## src/rtl/brightness_stream_ctrl_if.sv

```systemverilog
// Pixel stream bundle for brightness_stream_ctrl.
// Source side: s_valid/s_ready/s_pixel (pixel in, from file/DMA reader).
// Sink side:   m_valid/m_ready/m_pixel/m_sof/m_eol (processed pixel out).
// master: the controller's view; slave: the environment (source + sink).
interface brightness_stream_ctrl_if #(
  parameter int unsigned PW = 24
);
  logic          s_valid;
  logic          s_ready;
  logic [PW-1:0] s_pixel;
  logic          m_valid;
  logic          m_ready;
  logic [PW-1:0] m_pixel;
  logic          m_sof;
  logic          m_eol;

  modport master (
    input  s_valid, s_pixel, m_ready,
    output s_ready, m_valid, m_pixel, m_sof, m_eol
  );

  modport slave (
    output s_valid, s_pixel, m_ready,
    input  s_ready, m_valid, m_pixel, m_sof, m_eol
  );
endinterface

```

## src/rtl/brightness_stream_ctrl.sv

```systemverilog
// Frame sequencer around the combinational brightness datapath.
// Captures source pixels into stage 1 (drives dp_*_in), samples the datapath
// results into stage 2 (drives m_pixel), counts pixels against W*H and tags
// first-of-frame / end-of-line on the output side.
// Ports:
//   clk, rst_n          clock, async active-low reset
//   start               one-cycle frame start request (honoured in IDLE only)
//   frame_w, frame_h    frame size, sampled on accepted start
//   bus                 source/sink pixel stream (master modport)
//   dp_{r,g,b}_in       datapath inputs from stage-1 register
//   dp_{r,g,b}_out      datapath results (combinational)
//   busy                frame in progress
//   done                one-cycle pulse on frame completion
module brightness_stream_ctrl #(
  parameter int unsigned CW = 12,
  parameter int unsigned PW = 24
) (
  input  logic                      clk,
  input  logic                      rst_n,
  input  logic                      start,
  input  logic [CW-1:0]             frame_w,
  input  logic [CW-1:0]             frame_h,
  brightness_stream_ctrl_if.master  bus,
  output logic [7:0]                dp_r_in,
  output logic [7:0]                dp_g_in,
  output logic [7:0]                dp_b_in,
  input  logic [7:0]                dp_r_out,
  input  logic [7:0]                dp_g_out,
  input  logic [7:0]                dp_b_out,
  output logic                      busy,
  output logic                      done
);

  typedef enum logic [1:0] {IDLE, RUN, DRAIN, DONE} state_t;

  localparam logic [CW-1:0]   ONE_C  = {{(CW-1){1'b0}}, 1'b1};
  localparam logic [2*CW-1:0] ONE_IN = {{(2*CW-1){1'b0}}, 1'b1};

  state_t          state;
  logic [CW-1:0]   w_q;
  logic [CW-1:0]   h_q;
  logic [CW-1:0]   col;
  logic [CW-1:0]   row;
  logic [2*CW-1:0] in_cnt;
  logic [2*CW-1:0] total;
  logic [PW-1:0]   s1;
  logic [PW-1:0]   s2;
  logic            s1_valid;
  logic            s2_valid;
  logic            s1_adv;
  logic            accept;
  logic            out_hs;
  logic            last_in;
  logic            last_col;
  logic            last_row;

  always_comb begin
    s1_adv      = s1_valid && (!s2_valid || bus.m_ready);
    bus.s_ready = (state == RUN) && (!s1_valid || s1_adv);
    accept      = bus.s_valid && bus.s_ready;
    out_hs      = s2_valid && bus.m_ready;
    total       = {{CW{1'b0}}, w_q} * {{CW{1'b0}}, h_q};
    last_in     = ((in_cnt + ONE_IN) == total);
    last_col    = (col == (w_q - ONE_C));
    last_row    = (row == (h_q - ONE_C));
    // Tags come from the output-side counters so they stay aligned with s2.
    bus.m_valid = s2_valid;
    bus.m_pixel = s2;
    bus.m_sof   = s2_valid && (col == '0) && (row == '0);
    bus.m_eol   = s2_valid && last_col;
    dp_r_in     = s1[23:16];
    dp_g_in     = s1[15:8];
    dp_b_in     = s1[7:0];
  end

  always_ff @(posedge clk or negedge rst_n) begin
    if (!rst_n) begin
      state    <= IDLE;
      w_q      <= '0;
      h_q      <= '0;
      col      <= '0;
      row      <= '0;
      in_cnt   <= '0;
      s1       <= '0;
      s2       <= '0;
      s1_valid <= 1'b0;
      s2_valid <= 1'b0;
      busy     <= 1'b0;
      done     <= 1'b0;
    end else begin
      done <= 1'b0;

      if (accept) begin
        s1       <= bus.s_pixel;
        s1_valid <= 1'b1;
        in_cnt   <= in_cnt + ONE_IN;
      end else if (s1_adv) begin
        s1_valid <= 1'b0;
      end

      if (s1_adv) begin
        s2       <= {dp_r_out, dp_g_out, dp_b_out};
        s2_valid <= 1'b1;
      end else if (bus.m_ready) begin
        s2_valid <= 1'b0;
      end

      if (out_hs) begin
        if (last_col) begin
          col <= '0;
          row <= row + ONE_C;
        end else begin
          col <= col + ONE_C;
        end
      end

      case (state)
        IDLE: begin
          if (start && (frame_w != '0) && (frame_h != '0)) begin
            w_q    <= frame_w;
            h_q    <= frame_h;
            col    <= '0;
            row    <= '0;
            in_cnt <= '0;
            busy   <= 1'b1;
            state  <= RUN;
          end
        end
        RUN: begin
          if (accept && last_in) state <= DRAIN;
        end
        DRAIN: begin
          if (out_hs && last_col && last_row) begin
            busy  <= 1'b0;
            done  <= 1'b1;
            state <= DONE;
          end
        end
        DONE:    state <= IDLE;
        default: state <= IDLE;
      endcase
    end
  end

endmodule
```

## src/flat_wrapper.sv

```systemverilog
// flat-port wrapper written by rule: the top's interface ports become plain ports
module brightness_stream_ctrl_flat 
#(
  parameter int unsigned CW = 12,
  parameter int unsigned PW = 24
)
  (clk, rst_n, start, frame_w, frame_h, dp_r_in, dp_g_in, dp_b_in, dp_r_out, dp_g_out, dp_b_out, busy, done, bus_s_valid, bus_s_pixel, bus_m_ready, bus_s_ready, bus_m_valid, bus_m_pixel, bus_m_sof, bus_m_eol);
  brightness_stream_ctrl_if #(.PW(PW)) bus_i ();
  input  logic clk;
  input  logic rst_n;
  input  logic start;
  input  logic [CW-1:0] frame_w;
  input  logic [CW-1:0] frame_h;
  output logic [7:0] dp_r_in;
  output logic [7:0] dp_g_in;
  output logic [7:0] dp_b_in;
  input  logic [7:0] dp_r_out;
  input  logic [7:0] dp_g_out;
  input  logic [7:0] dp_b_out;
  output logic busy;
  output logic done;
  input wire logic [$bits(bus_i.s_valid)-1:0] bus_s_valid;
  input wire logic [$bits(bus_i.s_pixel)-1:0] bus_s_pixel;
  input wire logic [$bits(bus_i.m_ready)-1:0] bus_m_ready;
  output wire logic [$bits(bus_i.s_ready)-1:0] bus_s_ready;
  output wire logic [$bits(bus_i.m_valid)-1:0] bus_m_valid;
  output wire logic [$bits(bus_i.m_pixel)-1:0] bus_m_pixel;
  output wire logic [$bits(bus_i.m_sof)-1:0] bus_m_sof;
  output wire logic [$bits(bus_i.m_eol)-1:0] bus_m_eol;
  assign bus_i.s_valid = bus_s_valid;
  assign bus_i.s_pixel = bus_s_pixel;
  assign bus_i.m_ready = bus_m_ready;
  assign bus_s_ready = bus_i.s_ready;
  assign bus_m_valid = bus_i.m_valid;
  assign bus_m_pixel = bus_i.m_pixel;
  assign bus_m_sof = bus_i.m_sof;
  assign bus_m_eol = bus_i.m_eol;
  brightness_stream_ctrl #(.CW(CW), .PW(PW)) u_core (.clk(clk), .rst_n(rst_n), .start(start), .frame_w(frame_w), .frame_h(frame_h), .bus(bus_i), .dp_r_in(dp_r_in), .dp_g_in(dp_g_in), .dp_b_in(dp_b_in), .dp_r_out(dp_r_out), .dp_g_out(dp_g_out), .dp_b_out(dp_b_out), .busy(busy), .done(done));
endmodule
```

## config.mk

```make
export PLATFORM = sky130hd
export DESIGN_NAME = brightness_stream_ctrl_flat
export DESIGN_NICKNAME = d
export VERILOG_FILES = /design/src/rtl/brightness_stream_ctrl_if.sv /design/src/rtl/brightness_stream_ctrl.sv /design/src/flat_wrapper.sv
export SDC_FILE = /design/constraint.sdc
export NUM_CORES = 1
export LEC_CHECK = 0
export CORE_MARGIN = 3
export CORE_UTILIZATION = 40
export DETAILED_ROUTE_END_ITERATION = 8
export PLACE_DENSITY = 0.6
export SYNTH_ARGS = -nofsm -noshare
export SYNTH_HDL_FRONTEND = slang
export SYNTH_SLANG_ARGS = --single-unit
```

## constraint.sdc

```tcl
create_clock -name clk -period 7.1 [get_ports clk]
set_input_delay 1.42 -clock clk [delete_from_list [all_inputs] [get_ports clk]]
set_output_delay 1.42 -clock clk [all_outputs]
set_load 0.02 [all_outputs]
```

After elaboration in Yosys (flattened, before gate mapping)
Cells that the tools add are included.
Widths: inputs -> output; s select.
{"block": "word_totals", "mem_count": 0, "rom_bits": 0, "wordCells": 78, "reg_bits": 126, "mem_bits_rw": 0, "output_inout_bits": 54, "latch_bits": 0}
{"block": "op_classes", "shifts": 0, "bitwise": 0, "mux": 24, "n_reduce_logical": 27, "order_cmp": 0, "mul": 1, "div_mod_pow": 0, "addsub": 5, "n_eq_ne": 9}
{"operator": "$mux 12", "count": 8}
{"operator": "$mux 24", "count": 3}
{"operator": "$add 12x1->12 const B", "count": 2}
{"operator": "$add 24x1->24 const B", "count": 1}
{"operator": "$eq 12x12->1", "count": 2}
{"operator": "$eq 24x24->1", "count": 1}
{"operator": "$logic_not 12->1", "count": 2}
{"operator": "$mul 12x12->24", "count": 1}
{"operator": "$reduce_bool 12->1", "count": 2}
{"operator": "$sub 12x1->12 const B", "count": 2}
{"operator": "$logic_and 1x1->1", "count": 12}
{"operator": "$mux 1", "count": 8}
{"operator": "$pmux 2 s4", "count": 1}
{"operator": "$mux 2", "count": 3}
{"operator": "$reduce_and 3->1", "count": 2}
{"operator": "$reduce_bool 2->1", "count": 3}
{"operator": "$eq 2x2->1 const B", "count": 2}
{"operator": "$ne 2x1->1 const B", "count": 2}
{"operator": "$eq 2x1->1 const B", "count": 1}
{"operator": "$logic_not 1->1", "count": 2}
{"operator": "$logic_not 2->1", "count": 1}
{"operator": "$logic_or 1x1->1", "count": 2}
{"operator": "$ne 2x2->1 const B", "count": 1}
{"operator": "$pmux 1 s2", "count": 1}
{"operator": "$reduce_and 2->1", "count": 1}

Depth between registers and ports, before layout
Gate-level depths: netlist (run 1).
{"block": "depth", "depth_word": 9, "ltp_mapped": 23, "mapped_depth_nobuf": 21}

Least setup slack after synthesis (run 1)
OpenSTA, ideal clock, no wires.
{"block": "synth_timing", "path_type": "register to register", "from": "register u_core.w_q[4]", "to": "register u_core.state[0]", "required_ps": 7006, "setup_slack_ps": 854, "t_arrival_ps": 6152, "path_stages_with_launch": 21, "n_path_buf": 3, "setup_time_ps": 94, "path_cell_list": "dfrtp_1 > clkbuf_1 > clkbuf_1 > nand2_1 > fa_1 > fa_1 > fa_1 > fa_1 > fa_1 > inv_1 > ha_1 > buf_2 > and2_1 > a221o_1 > and3_1 > or3_1 > a311oi_1 > xor2_1 > nand3_1 > or3_1 > a221oi_2"}
{"block": "synth_between", "elab_chain_cells": 6}
{"element": "start: declaration", "line": "brightness_stream_ctrl.sv:40", "source": "logic [CW-1:0] w_q;"}
{"element": "start signal: assignment", "line": "brightness_stream_ctrl.sv:120", "source": "w_q <= frame_w;"}
{"element": "branches (longest 5 deep; another with $mul 12x12->24)"}
{"element": "$reduce_and 3->1 (no source line) *"}
{"element": "end signal: assignment", "line": "brightness_stream_ctrl.sv:136", "source": "state <= DONE;"}
{"element": "end signal: assignment", "line": "brightness_stream_ctrl.sv:139", "source": "DONE: state <= IDLE;"}
{"element": "end signal: assignment", "line": "brightness_stream_ctrl.sv:140", "source": "default: state <= IDLE;"}
{"element": "end: declaration", "line": "brightness_stream_ctrl.sv:39", "source": "state_t state;"}
Mark *: on every way between the ends.
A chain may end at the register's enable or synchronous reset.

Worst setup path in the final report (run 1)
{"block": "layout_timing", "from": "register u_core.h_q[5]", "to": "register u_core.state[0]"}
{"block": "layout_between", "elab_chain_cells": 5}
{"element": "start: declaration", "line": "brightness_stream_ctrl.sv:41", "source": "logic [CW-1:0] h_q;"}
{"element": "start signal: assignment", "line": "brightness_stream_ctrl.sv:121", "source": "h_q <= frame_h;"}
{"element": "$mul 12x12->24 or $sub 12x1->12 (tied branches)", "line": "brightness_stream_ctrl.sv:62, brightness_stream_ctrl.sv:65"}
{"element": "$eq 24x24->1 or $eq 12x12->1 (tied branches)", "line": "brightness_stream_ctrl.sv:63, brightness_stream_ctrl.sv:65"}
{"element": "$logic_and 1x1->1, on equally long branches", "line": "brightness_stream_ctrl.sv:130, brightness_stream_ctrl.sv:133"}
{"element": "$ne 2x2->1 (no source line) or $ne 2x1->1 (tied branches)"}
{"element": "$reduce_and 3->1 (no source line) *"}
{"element": "end signal: assignment", "line": "brightness_stream_ctrl.sv:130", "source": "if (accept && last_in) state <= DRAIN;"}
{"element": "end signal: assignment", "line": "brightness_stream_ctrl.sv:136"}
{"element": "end signal: assignment", "line": "brightness_stream_ctrl.sv:139"}
Every way passes the cells marked *; elsewhere a longest branch is shown, timed or not.

==> results of run 1 <==
metal layers:
layer / vias to the layer above / part of all wire [%]
met1: 4606 / 45
met4: 0 / 1.9
met2: 244 / 47
met5: - / 0
met3: 38 / 6.2
li1: 4372 / -
flip-flops by register name, summed over array words and instances (netlist names):
| signal | flops |
|---|---|
| u_core.row | 12 |
| u_core.bus.m_valid | 1 |
| u_core.in_cnt | 24 |
| u_core.bus.m_pixel | 24 |
| u_core.col | 12 |
| u_core.state | 2 |
| u_core.w_q | 12 |
| u_core.h_q | 12 |
| u_core.busy | 1 |
| u_core.s1_valid | 1 |
| u_core.s1 | 24 |
| u_core.done | 1 |
per-stage QoR:
stage          util (%)  setup WS (ns)  hold slack (ns)
4_1_cts           49.31         0.5704           0.4794
3_3_place_gp      47.08         0.6247           0.4571
3_5_place_dp      47.08         0.5798           0.4621
6_report          49.31         0.5549           0.4752
2_1_floorplan         -         0.8539           0.4572
5_1_grt           49.31         0.1443           0.5049
cell usage after synthesis (3+ instances only):
library cell    n  share of area [%]
a2111oi_0       3               0.23
a211o_1         3               0.23
a211oi_1        5               0.32
a21o_1         12               0.77
a21oi_1        38                1.6
a311oi_1        3               0.23
a31oi_1         5               0.27
and2_1         76                4.1
and3_1         16               0.86
buf_1           7               0.23
buf_2           4               0.17
clkbuf_1       55                1.8
dfrtp_1       126                 27
fa_1          100                 17
ha_1           72                7.7
inv_1         129                4.2
mux2_2         43                4.2
nand2_1       201                6.5
nand2b_1        8               0.43
nand3_1        27                1.2
nand3b_1        4               0.26
nand4_1        25                1.3
nor2_1         73                2.4
nor2b_1         5               0.27
nor3_1         11               0.47
nor4_1         20                1.1
o21ai_0        22               0.95
o31ai_1         4               0.26
or3_1          12               0.65
or4_1           3               0.19
or4b_1          3               0.26
xnor2_1        64                4.8
xor2_1         54                4.1
logic make-up after synthesis:
family | after synthesis | share of synthesized area (%)
adders and majority gates | 172 | 24.97
and+or+nand+nor | 504 | 21.56
xor gates and xnor gates | 120 | 9.278
muxes | 43 | 4.165
DFF | 126 | 27.12
buffers and inverters | 195 | 6.339
AOI/OAI and AO/OA | 117 | 6.566
worst max-delay path by stage:
| stage | start | end | slack [ns] | depth (start not counted) |
|---|---|---|---|---|
| after CTS | u_core.h_q[5]$_DFFE_PN0P_ | u_core.state[1]$_DFFE_PN0P_ | 0.57 | 17 |
| after floorplan | u_core.w_q[4]$_DFFE_PN0P_ | u_core.state[0]$_DFFE_PN0P_ | 0.85 | 20 |
| after detailed placement | u_core.h_q[5]$_DFFE_PN0P_ | u_core.state[1]$_DFFE_PN0P_ | 0.58 | 17 |
| after global placement | u_core.h_q[5]$_DFFE_PN0P_ | u_core.state[1]$_DFFE_PN0P_ | 0.62 | 17 |
| final | u_core.h_q[5]$_DFFE_PN0P_ | u_core.state[0]$_DFFE_PN0P_ | 0.55 | 17 |
| after global routing | u_core.h_q[5]$_DFFE_PN0P_ | u_core.state[1]$_DFFE_PN0P_ | 0.14 | 17 |
cell type report:
| class | count | share of cell area, % |
|---|---|---|
| inverter | 129 | 3.477 |
| sequential | 126 | 22.64 |
| clock inverter | 14 | 1.474 |
| clock buffer | 17 | 3.055 |
| timing repair buffer | 149 | 10.35 |
| multi-input combinational | 956 | 55.60 |
| tap | 378 | 3.397 |
worst reg2reg max path, cell delays in order (launching register included):
cell and delay, ns:
dfrtp_1 0.74, nand2_1 0.17, fa_1 0.53, fa_1 0.54, fa_1 0.45, fa_1 0.52, fa_1 0.54, inv_1 0.04
ha_1 0.41, and2_1 0.21, a221o_1 0.35, or2_0 0.23, o211a_1 0.22, a211o_1 0.28, nor4_1 0.31, nand4_1 0.23
or3_1 0.44, a221oi_2 0.25
cells in the final DEF (no fill, tap or decap), types with 4 or more instances in the layout:
cell type and instances:
inv_6 6, clkdlybuf4s50_1 129, nor4_1 20, o21ai_0 22
nor2b_1 5, or3_1 12, a21oi_1 38, clkbuf_16 17
nand2b_1 8, and3_1 16, o31ai_1 4, nand2_1 201
nor3_1 11, and2_1 76, xnor2_1 64, nand4_1 25
mux2_2 43, ha_1 72, xor2_1 54, a211oi_1 5
nand3_1 27, bufinv_16 4, fa_1 100, nor2_1 72
dfrtp_1 126, a31oi_1 5, nand3b_1 4, buf_4 20
inv_1 129, a21o_1 12
==> impl_metrics.ini, run 1 <==
[timing]
finClkSkew_ns = 0.01470
hold_viol = 0
fin_crit_sh_pct = 92.18
slew_violations = 0
setup_tns_ns = 0
worstMarginPinSlew_ns = 0.9988
rsz0062_at_grt = no
max_freq_mhz = 152.8
setup_violations = 0
finalCriticalPeriod_ns = 6.545
slew_headroom_pct = 33.25

[worst_setup_path]
cp_max_fo = 19
end_kind = register
path_class = register to register
cp_data_arrival_time_ns = 6.88
rr_endpoint = u_core.state[0]$_DFFE_PN0P_
cp_slowest_cell = dfrtp_1
crit_path_frequent_cell = fa_1
cp_num_buf_inv = 1
critPathTopFamily = adder cells
path_cells = nand2_1 -> fa_1 -> fa_1 -> fa_1 -> fa_1 -> fa_1 -> inv_1 -> ha_1 -> and2_1 -> a221o_1 -> or2_0 -> o211a_1 -> a211o_1 -> nor4_1 -> nand4_1 -> or3_1 -> a221oi_2
r2r-start = u_core.h_q[5]$_DFFE_PN0P_
cp.required_ns = 7.43
reg2reg_slack_ns = 0.55
cp-start-kind = register
slowest_delay_ns = 0.74
rr_worst_depth = 17

[synth]
ys_ff_latch = 126
synth.avg_cell_area_sq_um = 9.103
synth_nets = 1526
async_flop_share_pct = 100.0
synth_flop_cell = dfrtp_1
synth.cell_area_sq_mm = 0.01162
yosysSeqAreaShare_pct = 27.12
ys_types = 64
synth-edff-count = 0
synthCells = 1277
yosysWarningCount = 0

[clock_tree]
post_cts_resized = 0
cts_max_level = 4
clkSlewWorstSetupHoldPaths_ns = 0.07
clockBufferDepth = 2
hold_buffers = 0
cts_setup_buffers = 0
clock-sinks = 126
cts_inserted_buffers = 17
cts_tree = done
cts_root_buffer = clkbuf_16
clock_latency_ns = 0.42

[layout]
final.fill_count = 2664
regArea_sq_mm = 0.003153
diodes = 0
layoutNonFillerInstCount = 1769
final_area_sq_mm = 0.01392
area.growth.synth_to_final_pct = 19.78
layout.nets = 1628
multi_input_area_sq_mm = 0.007742
drive_above_1_share_pct = 7.549

[floorplanning]
rows = 61
chipHeight_um = 176.5
core_sq_mm = 0.02824
die_width_um = 176.5
die_area_sq_mm = 0.03114
initial_utilization_pct = 41.17
pin_count = 131

[grt]
grt_start_max_net_pins = 67
grt_pass1_wl_um = 50270
gr-total-overflow = 0
use_met3_pct = 4.710
grt_use_total_pct = 20.24
grt_busiest_layer = met2
antenna_found_initial = 0
use_met1_pct = 27.42
met2_usage_pct = 32.87
grt_pass1_vias = 9481

[route]
drt_iter0_drc = 661
dr.pass1.iters = 5
ant_nets = 0
drt_wl_total_um = 30610
drc = 0
vias_per_cell = 5.235
vias = 9260
wl_per_cell_um = 17.31

[place]
hpwl_um = 23190
port_buffers = 130
dpl_cell_area_sq_mm = 0.01329
dp_cells = 1738
gp_congestion = 0.8669

[worst_hold_path]
hp-class = register to register
min_to = u_core.s1[21]$_DFFE_PN0P_
min_path_cells = 2
min-delay-start = u_core.s1[21]$_DFFE_PN0P_

[outcome]
status = finished clean

[flow_run]
maxCapViolCount = 0
Power of run 1 is left out: the tool's default activity adds up to more than one toggle a clock period on the data nets, which glitch-free logic cannot reach.
==> run 2, diff against run 1 <==
--- a/config.mk
+++ b/config.mk
@@ -6,9 +6,9 @@
 export NUM_CORES = 1
 export LEC_CHECK = 0
 export CORE_MARGIN = 3
-export CORE_UTILIZATION = 40
+export CORE_UTILIZATION = 45
 export DETAILED_ROUTE_END_ITERATION = 8
-export PLACE_DENSITY = 0.6
+export PLACE_DENSITY = 0.66
 export SYNTH_ARGS = -nofsm -noshare
 export SYNTH_HDL_FRONTEND = slang
 export SYNTH_SLANG_ARGS = --single-unit
==> impl_metrics.ini, run 2 (synthesized netlist as in run 1, its figures left out) <==
[route]
wl_per_cell_um = 17.41
drt_wl_total_um = 29910
drc = 0
vias_per_cell = 5.459
drt_iter0_drc = 722
ant_nets = 0
vias = 9379
dr.pass1.iters = 6

[clock_tree]
hold_buffers = 0
clock-sinks = 126
cts_root_buffer = clkbuf_16
cts_inserted_buffers = 17
cts_max_level = 4
clockBufferDepth = 2
post_cts_resized = 0
cts_tree = done
clkSlewWorstSetupHoldPaths_ns = 0.07
clock_latency_ns = 0.43
cts_setup_buffers = 0

[timing]
setup_tns_ns = 0
rsz0062_at_grt = no
slew_violations = 0
max_freq_mhz = 150.5
worstMarginPinSlew_ns = 1.029
finalCriticalPeriod_ns = 6.643
fin_crit_sh_pct = 93.56
setup_violations = 0
finClkSkew_ns = 0.02438
slew_headroom_pct = 31.38
hold_viol = 0

[grt]
gr-total-overflow = 0
grt_pass1_vias = 9450
grt_start_max_net_pins = 77
antenna_found_initial = 0
grt_use_total_pct = 22.05
grt_pass1_wl_um = 49680

[worst_hold_path]
hp-class = register to register

[worst_setup_path]
cp.required_ns = 7.43
path_class = register to register
end_kind = register
cp-start-kind = register
r2r-start = u_core.w_q[5]$_DFFE_PN0P_
cp_data_arrival_time_ns = 6.97
reg2reg_slack_ns = 0.46
rr_worst_depth = 17
cp_max_fo = 17
cp-endpoint = u_core.state[1]$_DFFE_PN0P_
crit_start = u_core.w_q[5]$_DFFE_PN0P_
rr_endpoint = u_core.state[1]$_DFFE_PN0P_

[layout]
layout_common_cells = nand2_1, inv_1, clkdlybuf4s50_1, dfrtp_1, fa_1
layout_commonest_cell = nand2_1
drive_above_1_share_pct = 7.349
area.growth.synth_to_final_pct = 19.31
layout.nets = 1625
diodes = 0
final_util_pct = 54.92
layoutNonFillerInstCount = 1718

[floorplanning]
die_width_um = 166.7
rows = 58
core_sq_mm = 0.02525
die_area_sq_mm = 0.02780
pin_count = 131
initial_utilization_pct = 46.03
chipHeight_um = 166.7

[place]
gp_congestion = 0.8800
dp_cells = 1687
port_buffers = 130
hpwl_um = 22820

[flow_run]
maxCapViolCount = 0

[outcome]
status = finished clean
run 2: cell count changes in the layout (fill, tap and decap cells not counted), sizes merged:
cell	previous run	this run
buf	20	17
bufinv	4	5
clkinv	2	3
inv	136	134
run 2: worst min-delay path by stage:
stage                                startpoint                             end  slack (ns)  depth (start not counted)
detailed placement    u_core.s1[21]$_DFFE_PN0P_       u_core.s1[21]$_DFFE_PN0P_        0.46                          2
global route          u_core.s1[21]$_DFFE_PN0P_       u_core.s1[21]$_DFFE_PN0P_        0.50                          2
finish                 u_core.s1[5]$_DFFE_PN0P_        u_core.s1[5]$_DFFE_PN0P_        0.48                          2
floorplan           u_core.s1_valid$_DFFE_PN0P_  u_core.bus.m_valid$_DFFE_PN0P_        0.46                          1
CTS                    u_core.s1[4]$_DFFE_PN0P_        u_core.s1[4]$_DFFE_PN0P_        0.48                          2
global placement       u_core.s1[6]$_DFFE_PN0P_        u_core.s1[6]$_DFFE_PN0P_        0.46                          2
run 2: routing by layer:
layer  GRT usage, %  routed length [um]
met1          28.76               12360
met3          6.432                2557
met5              0                   0
met4          6.564                 762
met2          35.85               14230
run 2: metrics by stage:
stage / hold slack [ns] / area [sq um] / setup slack, ns
2_1_floorplan: 0.4572 / 11620 / 0.8539
6_report: 0.4764 / 13870 / 0.4572
4_1_cts: 0.4785 / 13870 / 0.5043
5_1_grt: 0.5026 / 13870 / 0.1231
3_3_place_gp: 0.4582 / 13210 / 0.6397
3_5_place_dp: 0.4623 / 13210 / 0.5005
run 2: layout make-up:
type	instances	area, sq um
flip-flops and latches	126	3153
clock inverters	14	232.7
well taps	330	412.9
fillers	2313	11380
clock buffers	17	425.4
inverters	129	484.2
repair buffers	146	1419
multi-input cells	956	7742
run 2: worst max-delay path: stages, from the launching register on:
cell,delay (ns)
dfrtp_1,0.80
nand2_1,0.16
fa_1,0.55
fa_1,0.44
fa_1,0.53
fa_1,0.52
fa_1,0.54
inv_1,0.04
ha_1,0.41
and2_1,0.21
a221o_1,0.35
or2_0,0.23
o211a_1,0.23
a211o_1,0.29
nor4_1,0.31
nand4_1,0.23
or3_1,0.45
o311ai_1,0.24
Power of run 2 is left out for the same reason.
